$ cat src/rtl/mainmem_arb_pkg.sv
// Shared types and default widths for the main-memory arbiter.
package mainmem_arb_pkg;

   localparam int DEF_ADR_W = 16;
   localparam int DEF_DAT_W = 16;

   // Port occupancy: free, or a read is waiting for RAM data
   typedef enum logic [0:0] {
      IDLE    = 1'b0,
      RD_BUSY = 1'b1
   } arb_state_e;

   // Which requester owns the in-flight read
   typedef enum logic [1:0] {
      NONE    = 2'd0,
      OWN_IF  = 2'd1,
      OWN_MEM = 2'd2
   } arb_owner_e;

   // A MEM-stage request is any load or store request
   function automatic logic mem_request(input logic rd_req, input logic wr_req);
      return rd_req | wr_req;
   endfunction

   // Loads and stores together are an illegal request combination
   function automatic logic illegal_mem_req(input logic rd_req, input logic wr_req);
      return rd_req & wr_req;
   endfunction

endpackage

$ cat src/rtl/mainmem_arb_grant.sv
// Priority decision between fetch and MEM stage, with a starvation guard
// that forces a fetch grant after STARVE_MAX consecutive MEM grants.
module mainmem_arb_grant
   import mainmem_arb_pkg::*;
#(
   parameter int STARVE_MAX = 4
) (
   input  logic clk,
   input  logic reset,
   input  logic if_req,
   input  logic mem_req,
   input  logic idle,
   output logic grant_if,
   output logic grant_mem
);

   localparam int SC_W = $clog2(STARVE_MAX + 1);

   logic [SC_W-1:0] starve_cnt_r;
   logic [SC_W-1:0] starve_cnt_nxt_s;
   logic            starved_s;

   // Winner selection: MEM first unless fetch has been starved too long
   always_comb begin
      starved_s = 1'b0;
      grant_if  = 1'b0;
      grant_mem = 1'b0;
      if ((starve_cnt_r == SC_W'(STARVE_MAX)) && if_req) begin
         starved_s = 1'b1;
      end else begin
         starved_s = 1'b0;
      end
      if (idle) begin
         if (mem_req && !starved_s) begin
            grant_mem = 1'b1;
         end else if (if_req) begin
            grant_if = 1'b1;
         end else begin
            grant_if  = 1'b0;
            grant_mem = 1'b0;
         end
      end else begin
         grant_if  = 1'b0;
         grant_mem = 1'b0;
      end
   end

   // Starve counter update: count MEM wins over a pending fetch, saturating
   always_comb begin
      starve_cnt_nxt_s = starve_cnt_r;
      if (!if_req || grant_if) begin
         starve_cnt_nxt_s = {SC_W{1'b0}};
      end else if (grant_mem && (starve_cnt_r != SC_W'(STARVE_MAX))) begin
         starve_cnt_nxt_s = starve_cnt_r + SC_W'(1);
      end else begin
         starve_cnt_nxt_s = starve_cnt_r;
      end
   end

   // Starve counter register
   always_ff @(posedge clk) begin
      if (reset) begin
         starve_cnt_r <= {SC_W{1'b0}};
      end else begin
         starve_cnt_r <= starve_cnt_nxt_s;
      end
   end

endmodule

$ cat src/rtl/mainmem_arbiter.sv
// Main-memory arbiter: shares one synchronous RAM port between instruction
// fetch (reads) and the MEM stage (reads/writes), sequencing the RAM read
// latency and stalling whichever requester cannot be served.
module mainmem_arbiter
   import mainmem_arb_pkg::*;
#(
   parameter int ADR_W      = DEF_ADR_W,
   parameter int DAT_W      = DEF_DAT_W,
   parameter int RD_LAT     = 1,
   parameter int STARVE_MAX = 4
) (
   input  logic             clk,
   input  logic             reset,
   input  logic             if_req,
   input  logic [ADR_W-1:0] if_adr,
   output logic [DAT_W-1:0] if_rdata,
   output logic             if_valid,
   output logic             if_waiting,
   input  logic             mem_rd_req,
   input  logic             mem_wr_req,
   input  logic [ADR_W-1:0] main_mem_read_adr,
   input  logic [ADR_W-1:0] main_mem_write_adr,
   input  logic [DAT_W-1:0] main_mem_write_dat,
   output logic [DAT_W-1:0] mem_rdata,
   output logic             mem_valid,
   output logic             main_mem_waiting,
   output logic [ADR_W-1:0] ram_adr,
   output logic [DAT_W-1:0] ram_wdat,
   output logic             ram_we,
   input  logic [DAT_W-1:0] ram_rdata,
   output logic             proto_err
);

   localparam int LAT_W = $clog2(RD_LAT + 1);

   arb_state_e       state_r;
   arb_state_e       state_nxt_s;
   arb_owner_e       owner_r;
   arb_owner_e       owner_nxt_s;
   logic [LAT_W-1:0] lat_cnt_r;
   logic [LAT_W-1:0] lat_cnt_nxt_s;
   logic [ADR_W-1:0] last_adr_r;
   logic [DAT_W-1:0] last_wdat_r;
   logic             proto_err_r;
   logic             mem_req_s;
   logic             idle_s;
   logic             lat_done_s;
   logic             grant_if_s;
   logic             grant_mem_s;

   assign mem_req_s  = mem_request(mem_rd_req, mem_wr_req);
   assign idle_s     = (state_r == IDLE) && !reset;
   assign lat_done_s = (state_r == RD_BUSY) && (lat_cnt_r == LAT_W'(RD_LAT));

   // RAM data goes straight to both readers; valid strobes qualify it
   assign if_rdata  = ram_rdata;
   assign mem_rdata = ram_rdata;
   assign proto_err = proto_err_r;

   mainmem_arb_grant #(
      .STARVE_MAX (STARVE_MAX)
   ) u_grant (
      .clk       (clk),
      .reset     (reset),
      .if_req    (if_req),
      .mem_req   (mem_req_s),
      .idle      (idle_s),
      .grant_if  (grant_if_s),
      .grant_mem (grant_mem_s)
   );

   // FSM next state, RAM port drive and per-port strobes
   always_comb begin
      state_nxt_s      = state_r;
      owner_nxt_s      = owner_r;
      lat_cnt_nxt_s    = lat_cnt_r;
      ram_adr          = last_adr_r;
      ram_wdat         = last_wdat_r;
      ram_we           = 1'b0;
      if_valid         = 1'b0;
      mem_valid        = 1'b0;
      if_waiting       = 1'b0;
      main_mem_waiting = 1'b0;
      if (reset) begin
         state_nxt_s   = IDLE;
         owner_nxt_s   = NONE;
         lat_cnt_nxt_s = {LAT_W{1'b0}};
         ram_adr       = {ADR_W{1'b0}};
         ram_wdat      = {DAT_W{1'b0}};
      end else begin
         case (state_r)
            IDLE: begin
               if (grant_mem_s) begin
                  if_waiting = if_req;
                  if (mem_wr_req) begin
                     // Stores finish in the grant cycle; a simultaneous load is dropped
                     ram_adr          = main_mem_write_adr;
                     ram_wdat         = main_mem_write_dat;
                     ram_we           = 1'b1;
                     main_mem_waiting = 1'b0;
                  end else begin
                     ram_adr          = main_mem_read_adr;
                     main_mem_waiting = 1'b1;
                     state_nxt_s      = RD_BUSY;
                     owner_nxt_s      = OWN_MEM;
                     lat_cnt_nxt_s    = LAT_W'(1);
                  end
               end else if (grant_if_s) begin
                  ram_adr          = if_adr;
                  if_waiting       = 1'b1;
                  main_mem_waiting = mem_req_s;
                  state_nxt_s      = RD_BUSY;
                  owner_nxt_s      = OWN_IF;
                  lat_cnt_nxt_s    = LAT_W'(1);
               end else begin
                  if_waiting       = 1'b0;
                  main_mem_waiting = 1'b0;
               end
            end
            RD_BUSY: begin
               if (lat_done_s) begin
                  state_nxt_s   = IDLE;
                  owner_nxt_s   = NONE;
                  lat_cnt_nxt_s = {LAT_W{1'b0}};
               end else begin
                  lat_cnt_nxt_s = lat_cnt_r + LAT_W'(1);
               end
               case (owner_r)
                  OWN_IF: begin
                     if_valid         = lat_done_s;
                     if_waiting       = if_req && !lat_done_s;
                     main_mem_waiting = mem_req_s;
                  end
                  OWN_MEM: begin
                     mem_valid        = lat_done_s;
                     main_mem_waiting = mem_req_s && !lat_done_s;
                     if_waiting       = if_req;
                  end
                  default: begin
                     // No owner while busy cannot happen; free the port
                     state_nxt_s   = IDLE;
                     owner_nxt_s   = NONE;
                     lat_cnt_nxt_s = {LAT_W{1'b0}};
                  end
               endcase
            end
            default: begin
               state_nxt_s   = IDLE;
               owner_nxt_s   = NONE;
               lat_cnt_nxt_s = {LAT_W{1'b0}};
            end
         endcase
      end
   end

   // FSM state, owner, latency counter and held RAM address/data
   always_ff @(posedge clk) begin
      if (reset) begin
         state_r     <= IDLE;
         owner_r     <= NONE;
         lat_cnt_r   <= {LAT_W{1'b0}};
         last_adr_r  <= {ADR_W{1'b0}};
         last_wdat_r <= {DAT_W{1'b0}};
      end else begin
         state_r     <= state_nxt_s;
         owner_r     <= owner_nxt_s;
         lat_cnt_r   <= lat_cnt_nxt_s;
         last_adr_r  <= ram_adr;
         last_wdat_r <= ram_wdat;
      end
   end

   // Sticky flag for simultaneous load and store requests
   always_ff @(posedge clk) begin
      if (reset) begin
         proto_err_r <= 1'b0;
      end else if (illegal_mem_req(mem_rd_req, mem_wr_req)) begin
         proto_err_r <= 1'b1;
      end else begin
         proto_err_r <= proto_err_r;
      end
   end

endmodule

$ cat config.mk
export PLATFORM = sky130hd
export DESIGN_NAME = mainmem_arbiter
export DESIGN_NICKNAME = d
export VERILOG_FILES = /design/src/rtl/mainmem_arb_pkg.sv /design/src/rtl/mainmem_arb_grant.sv /design/src/rtl/mainmem_arbiter.sv
export SDC_FILE = /design/constraint.sdc
export NUM_CORES = 1
export LEC_CHECK = 0
export BUFFER_PORTS_ARGS = -buffer_cell sky130_fd_sc_hd__buf_4
export CAP_MARGIN = 25
export CORE_MARGIN = 4
export CORE_UTILIZATION = 37
export CTS_CLUSTER_SIZE = 30
export DETAILED_ROUTE_END_ITERATION = 8
export GPL_TIMING_DRIVEN = 0
export PLACE_DENSITY = 0.67
export SYNTH_ARGS = -nofsm -noshare
export SYNTH_HDL_FRONTEND = slang
export SYNTH_SLANG_ARGS = --single-unit
$ cat constraint.sdc
create_clock -name clk -period 2.45 [get_ports clk]
set_clock_uncertainty 0.15 [all_clocks]
set_input_delay 0.49 -clock clk [delete_from_list [all_inputs] [get_ports clk]]
set_output_delay 0.49 -clock clk [all_outputs]
set_load 0.01 [all_outputs]
==> flow_summary.yaml <==
timing:
  worstMarginPinSlew_ns: 0.599
  postLayoutSetupSlackWorst_ns: -0.0274
  setup_tns_ns: -0.0356
  grt_setup_unrepaired: "yes"
  final-hold-violation-count: 0
  setup_viol: 3
  min_period_ns: 2.48
  slew-limit-headroom: 0.601
  timing.final.crit_share: 1.01
  max_freq_mhz: 404
  maxSlewViolCount: 0
synth:
  synth.yosys.seq_area_share: 0.309
  synth_warnings: 0
  syn-num-nets: 408
  synth_edf_count: 0
  postSynthCellCount: 319
  ys.flop_type: "dfxtp_1"
  ys_async_sr_fraction: 0
  ys_ff_latch: 40
  synth.distinct_cells: 36
  avgSynthCellArea_um2: 8.12
  synth_area_um2: 2590
detailed_routing:
  ant_nets: 0
  m1WireLength_um: 3930
  wl_met3_um: 614
  num_vias: 3106
  wl_met2_um: 5240
  routed_via_density: 5.36
  wl_per_cell_um: 17.0
  drc: 0
  drtIter0Drc: 118
  drtPass1Iterations: 4
  route.top_layer_used: "met4"
  routed_wl_um: 9870
critical_path:
  critPathKind: "input port to output pin"
  crit_top_cell: "buf_4"
  reg2reg_depth: 7
  worstReg2RegStart: "u_grant.starve_cnt_r[0]$_SDFFE_PP0P_"
  crit_path_end_kind: "output pin"
  slowest_delay_ns: 0.36
  startpoint: "if_req"
  cpLargestDelayFamily: "buffers and inverters"
  ff2ff_setup_slack_ns: 0.49
  reg2reg_to: "last_adr_r[15]$_SDFF_PP0_"
  crit_chain: "buf_4 > or3_1 > buf_4 > buf_6 > a21oi_1 > a2111oi_2 > buf_4"
  critPathSlowestCell: "or3_1"
  crit_fanout: 10
  cp.required_ns: 1.81
  critPathLaunchType: "input port"
  worst-path-buf-inv: 4
  critPathArrivalTime_ns: 1.84
global_routing:
  grt.total_usage: 0.213
  antenna_found_initial: 0
  grt_pass1_vias: 2957
  grt-ovfl-total: 0
  grt_pass1_wl_um: 14800
  grt_max_degree: 12
floorplanning:
  rows: 30
  ios: 155
  initial_core_util: 0.381
  die_h_um: 91.6
  core_um2: 6790
  die_area_um2: 8400
  die_x_um: 91.6
cts:
  holdBufCountCts: 0
  clk_path_buf_depth: 2
  cts.clk_slew.worst_paths_ns: 0.08
  clock_latency_ns: 0.30
  cts_tree: "done"
  cts_made_buffers: 5
  htree_levels: 2
  cts-root-buf: "clkbuf_8"
  cts_num_sinks: 40
final_layout:
  fin_nets: 573
  syn_to_final_growth_pct: 84.4
  fillers: 500
  fin_cells: 580
  diodes: 0
  mostFrequentLayoutCell: "buf_4"
  drive_above_1_share: 0.618
  layout_common_cells: "190 x buf_4, 38 x dfxtp_1, 26 x o21ai_0"
placement:
  portBuffers: 137
  post-dp-hpwl_um: 6530
  dpl_worst_slack_ns: -0.327
  finalWeightedCongestion: 0.809
  placedCellCount: 552
outcome:
  status: "finished, violations left"
  violations: "negative setup slack"
power:
  leakagePower_uw: 0.00200
  peakVddDrop_mv: 0.359
  finalPower_uw: 2000
  power_density_nw_per_um2: 419
hold_path:
  hold_end: "last_wdat_r[12]$_SDFF_PP0_"
  min-delay-start: "main_mem_write_dat[12]"
  hp-class: "input port to register"
  hold_depth: 3
run:
  cap_violations: 0
==> how the worst max path moves through the flow <==
stage                        to  cells after the start
finish              ram_adr[12]                      7
global route        ram_adr[15]                      8
CTS                  ram_adr[6]                      8
detailed placement  ram_adr[11]                      7
global placement    ram_adr[11]                      7
floorplan            ram_adr[0]                      7
==> synthesized netlist by cell type (3+ instances only) <==
master | n | area, um2
clkbuf_1 | 14 | 52.6
o21ai_0 | 37 | 185
nand3_1 | 19 | 95.1
mux2_2 | 16 | 180
buf_4 | 34 | 255
and3_1 | 4 | 25.0
inv_1 | 6 | 22.5
nor4_1 | 16 | 100
a21oi_1 | 19 | 95.1
o21ai_1 | 3 | 15.0
a211oi_1 | 5 | 37.5
a2111oi_1 | 18 | 180
nor2b_1 | 3 | 18.8
buf_2 | 13 | 65.1
nand2_1 | 17 | 63.8
nor2_1 | 19 | 71.3
a2111oi_0 | 14 | 123
dfxtp_1 | 40 | 801
ha_1 | 4 | 50.1
==> power by group <==
part           switching, uW  total [uW]  internal (uW)
Combinational            373         785            412
Clock                    238         489            251
Sequential              22.6         727            705
==> registers in the layout, summed over array words and instances (netlist names) <==
register / cells
last_adr_r: 16
last_wdat_r: 16
u_grant.starve_cnt_r: 3
owner_r: 2
lat_cnt_r: 1
proto_err: 1
state_r: 1
==> through the flow <==
step	utilization	hold slack, ns	area (um2)
after detailed placement	0.550	0.313	3740
after global routing	0.703	0.312	4770
final	0.703	0.277	4770
after global placement	0.550	0.303	3740
after CTS	0.660	0.273	4490
after floorplan	-	0.288	2590
==> area by class of cell <==
| class | instances | area (um2) | area share |
|---|---|---|---|
| Clock buffer | 7 | 96.3 | 0.0202 |
| Tap cell | 96 | 120 | 0.0252 |
| Inverter | 7 | 30.0 | 0.00629 |
| Timing Repair Buffer | 160 | 1240 | 0.261 |
| Multi-Input combinational cell | 210 | 1980 | 0.415 |
| Sequential cell | 40 | 803 | 0.168 |
| Buffer | 60 | 495 | 0.104 |
==> worst register-to-register path: cells and delay by family, from the launching register on <==
| kind | cells | cell delay [ns] |
|---|---|---|
| simple gates | 2 | 0.16 |
| compound gates | 1 | 0.54 |
| fa+ha+maj | 1 | 0.16 |
| flops | 1 | 0.34 |
| buf+inv | 3 | 0.46 |
==> cells by family (layout without fill, tap and decap cells) <==
| group | count (synthesis) | count (layout) | share of synthesized area |
|---|---|---|---|
| adder cells (fa/ha/maj) | 4 | 4 | 0.0193 |
| AND/OR/NAND/NOR | 87 | 87 | 0.172 |
| flip-flops | 40 | 40 | 0.309 |
| buffers and inverters | 69 | 234 | 0.159 |
| multiplexers | 17 | 17 | 0.0735 |
| AO/OA/AOI/OAI | 102 | 102 | 0.268 |
==> what timing repair did <==
action	4_1_cts	5_1_grt
pin swaps	16	12
setup endpoints to repair	34	33
buffers inserted	13	7
resized for setup	102	56
gates cloned	1	2
==> routing by layer <==
layer	up-vias	track usage
li1	1498	-
met1	1492	0.260
met2	108	0.377
met3	8	0.0509
met4	0	0.0490
met5	-	0
No activity file was read; power rests on OpenSTA's default activity.
